[src/rtl/cla_pkg.sv]
// Shared definitions for the 4-bit carry-lookahead slice and any wider
// lookahead units built from it.
package cla_pkg;

  localparam int CLA_W = 4;

  typedef logic [CLA_W-1:0] cla_word_t;

  // Bundle of every slice output, so the optional register stage is one flop group.
  typedef struct packed {
    cla_word_t s;
    logic      cout;
    logic      pg;
    logic      gg;
    logic      ovf;
  } cla_res_t;

  // Block generate of four propagate/generate pairs; reused by higher-level lookahead units.
  function automatic logic cla_gg(input cla_word_t p, input cla_word_t g);
    return g[3]
         | (p[3] & g[2])
         | (p[3] & p[2] & g[1])
         | (p[3] & p[2] & p[1] & g[0]);
  endfunction

endpackage

[src/rtl/cla_lcu_4b.sv]
// Lookahead carry unit for one 4-bit group: flattened carry terms plus
// block propagate/generate for the next lookahead level.
module cla_lcu_4b
  import cla_pkg::*;
(
  input  cla_word_t  p,
  input  cla_word_t  g,
  input  logic       c0,
  output logic [4:1] c,
  output logic       pg,
  output logic       gg
);

  // Every carry is a two-level sum of products; no carry feeds another.
  always_comb begin
    // NOTE: every output of a combinational block is assigned on every path so no latch is inferred.
    pg   = &p;
    gg   = cla_gg(p, g);
    c[1] = g[0] | (p[0] & c0);
    c[2] = g[1] | (p[1] & g[0]) | (p[1] & p[0] & c0);
    c[3] = g[2] | (p[2] & g[1]) | (p[2] & p[1] & g[0]) | (p[2] & p[1] & p[0] & c0);
    c[4] = gg | (pg & c0);
  end

endmodule

[src/rtl/cla_4bit.sv]
// 4-bit carry-lookahead adder slice with block propagate/generate outputs.
// Define CLA_4BIT_OUT_REG_EN to add a one-cycle output register stage;
// otherwise the slice is purely combinational and clk/rst_n are ignored.
module cla_4bit
  import cla_pkg::*;
(
  input  logic      clk,
  input  logic      rst_n,
  input  cla_word_t a,
  input  cla_word_t b,
  input  logic      cin,
  output cla_word_t s,
  output logic      cout,
  output logic      pg,
  output logic      gg,
  output logic      ovf
);

  cla_word_t  p;
  cla_word_t  g;
  logic [4:1] c;
  logic       lcu_pg;
  logic       lcu_gg;
  cla_res_t   res_d;

  cla_lcu_4b u_lcu (
    .p  (p),
    .g  (g),
    .c0 (cin),
    .c  (c),
    .pg (lcu_pg),
    .gg (lcu_gg)
  );

  // Bit-level propagate/generate, sum XORs and overflow around the carry unit.
  always_comb begin
    p          = a ^ b;
    g          = a & b;
    res_d.s    = p ^ {c[3:1], cin};
    res_d.cout = c[4];
    res_d.pg   = lcu_pg;
    res_d.gg   = lcu_gg;
    res_d.ovf  = c[3] ^ c[4];
  end

`ifdef CLA_4BIT_OUT_REG_EN
  cla_res_t res_q;

  // Output register: one-cycle latency, cleared immediately by reset.
  always_ff @(posedge clk or negedge rst_n) begin
    // NOTE: sequential state uses non-blocking assignments so all flops update together.
    if (!rst_n) begin
      res_q <= '0;
    end else begin
      res_q <= res_d;
    end
  end

  assign s    = res_q.s;
  assign cout = res_q.cout;
  assign pg   = res_q.pg;
  assign gg   = res_q.gg;
  assign ovf  = res_q.ovf;
`else
  // Clock and reset stay on the port list so instantiations match both builds.
  logic unused_clk_rst;
  assign unused_clk_rst = clk & rst_n;

  assign s    = res_d.s;
  assign cout = res_d.cout;
  assign pg   = res_d.pg;
  assign gg   = res_d.gg;
  assign ovf  = res_d.ovf;
`endif

endmodule

[config.mk]
export PLATFORM = sky130hd
export DESIGN_NAME = cla_4bit
export DESIGN_NICKNAME = d
export VERILOG_FILES = /design/src/rtl/cla_pkg.sv /design/src/rtl/cla_lcu_4b.sv /design/src/rtl/cla_4bit.sv
export SDC_FILE = /design/constraint.sdc
export NUM_CORES = 1
export LEC_CHECK = 0
export CAP_MARGIN = 0
export CORE_AREA = 5 5 42 44
export DETAILED_ROUTE_END_ITERATION = 6
export DIE_AREA = 0 0 47 49
export DONT_BUFFER_PORTS = 1
export PLACE_DENSITY_LB_ADDON = 0.1
export SETUP_SLACK_MARGIN = 0.15
export SLEW_MARGIN = 30
export SYNTH_ARGS = -nofsm -noshare
export SYNTH_HDL_FRONTEND = slang
export SYNTH_SLANG_ARGS = --single-unit
[constraint.sdc]
create_clock -name vclk -period 2.4
set_clock_uncertainty 0.2 [all_clocks]
set_input_delay 0.48 -clock vclk [all_inputs]
set_output_delay 0.48 -clock vclk [all_outputs]
set_load 0.005 [all_outputs]
==> impl_metrics.toml <==
[status]
status = "complete, no violations"

[setup_path]
timing.critical_path.slowest_stage_cell = "ha_1"
cp.required_ns = 1.72
cp_top_family = "adder cells"
crit_cells = 4
startpoint_type_of_the_worst_setup_path = "primary input"
timing.critical_path.cells = "ha_1 > nand4_2 > o221ai_2 > xor2_1"
setup_crit_end_kind = "primary output"
worst_setup_path_startpoint = "a[1]"
timing.critical_path.buf_inv = 0
cp_max_fo = 5
worstPathArrival_ns = 1.44
critPathMaxStageDelay_ns = 0.37
worst-setup-path-type = "in2out"

[sta]
finalSetupViolCount = 0
relSlewSlack_pct = 82.6
final.setup.tns_ns = 0
final_min_period_over_clock_period_pct = 88.2
maxSlewViolCount = 0
max_slew.worst_pin.slew_ns = 0.259
finalHoldViolations = 0
layout_min_cycle_time_ns = 2.12
clock.fmax_mhz = 473
grt_setup_unrepaired = "no"

[worst_hold_path]
min_delay_path_class = "in2out"
whs_path_depth = 2
whs_endpoint = "cout"
timing.hold.worst.start = "cin"

[floorplan]
design.portCount = 19
effective_utilization_at_floorplan_pct = 14.3
core-area_sq_um = 1400
die-height_microns = 49
floorplan.die.width_microns = 47
floorplan.rows = 14
design.die.area_sq_um = 2300

[logic_synthesis]
main_area_contributors_after_synthesis = "ha_1 25%, xor2_1 13%, inv_1 11%"
synth.net_count = 42
post-synth-top-area-fraction_pct = 25.0
synthDominantAreaCellType = "ha_1"
syn_std_cell_area_sq_um = 200
synth_seq_area_share_pct = 0
post_synth_num_cell_types = 12
avgSynthCellArea_sq_um = 7.70
synth.yosys.warnings = 0
netlist_instances = 26

[routing]
drt_first_pass_iters = 2
antenna_left = 0
postRouteWirelength_microns = 529
vias_per_cell = 4.12
vias = 173
drt_iter0_markers = 4
wl_per_cell_microns = 12.6
drcViolationCount = 0

[layout]
final-seq-area_sq_um = 0
syn2layout_area_growth_pct = 10.0
insertedDiodeCount = 0
fillers = 174
fin_nets = 44
layout-drive-gt1-share_pct = 7.69
final_core_util_pct = 15.7
numSequentialCells = 0
clock_buffers = 0

[pwr]
worst_ir_drop_vdd_v = 0.0000468
powerDensity_nw_per_um2 = 248
static-leakage-power_uw = 0.000113

[global_routing]
grt-ovfl-total = 0
maximum_number_of_pins_on_one_net_before_global_route_repair = 6
grt_first_pass_wirelength_microns = 814
via_count_of_the_first_global_routing_pass = 191
grt_antenna_before_repair = 0
global_route.usage.total_pct = 4.28

[clock_tree]
postCtsHoldBufs = 0
cts_repair_resize_count = 0
post_cts_setup_buffer_count = 0

[flow_run]
maxCapViolations = 0

[place]
gp_routability_congestion = 0.654
placement.io_buffers = 0
-- final cells by class --
cell class	count	area [sq um]	area share, %
inverter	6	22.5	10.2
tap	16	20.0	9.09
multi-input combinational	20	178	80.7
-- where the power goes --
group | internal [uW] | total (uW) | switching, uW
Combinational | 20.9 | 54.7 | 33.8
Sequential | 0 | 0 | 0
Clock | 0 | 0 | 0
-- logic make-up (layout without fill, tap and decap cells) --
| group | after synthesis | count (layout) | synth area share, % |
|---|---|---|---|
| compound gates | 8 | 8 | 26.2 |
| buf+inv | 6 | 6 | 11.2 |
| fa+ha+maj | 5 | 5 | 35.0 |
| xor+xnor | 4 | 4 | 17.5 |
| simple gates | 3 | 3 | 10.0 |
-- metrics by stage --
stage                     worst slack, ns  instance area [sq um]  hold slack (ns)  power, uW  cells
after CTS                           0.236                    220            0.992       57.2     42
final                               0.284                    220            0.978       54.7     42
after floorplan                     0.369                    200            0.940       46.8     26
after detailed placement            0.235                    220            0.992       57.1     42
after global placement              0.252                    220            0.985       57.0     42
after global routing                0.226                    220             1.00       61.1     42
-- metal layers --
metal | global-route usage, % | share of wire, % | vias to the layer above
met1 | 4.36 | 33 | 79
met2 | 8.60 | 58 | 6
met3 | 1.11 | 9.1 | 0
met4 | 0 | 0 | 0
li1 | - | - | 88
met5 | 0 | 0 | -
-- Yosys cell counts, drive strengths merged --
cell type / number
fa: 1
nand2: 2
o21bai: 1
o21ai: 2
inv: 6
a21oi: 4
xor2: 3
ha: 4
xnor2: 1
nand4: 1
o221ai: 1
-- how the worst max path moves through the flow --
stage                     endpoint  slack [ns]
after CTS                      ovf        0.24
after floorplan                ovf        0.37
after global placement         ovf        0.25
after detailed placement       ovf        0.23
final                          ovf        0.28
after global routing           ovf        0.23
-- cells in the final DEF (no fill, tap or decap), drive strengths merged --
master | Yosys | layout
o221ai | 1 | 1
inv | 6 | 6
fa | 1 | 1
o21ai | 2 | 2
o21bai | 1 | 1
ha | 4 | 4
xnor2 | 1 | 1
a21oi | 4 | 4
xor2 | 3 | 3
nand4 | 1 | 1
nand2 | 2 | 2
Note: power is estimated with default switching activity, not from simulation.
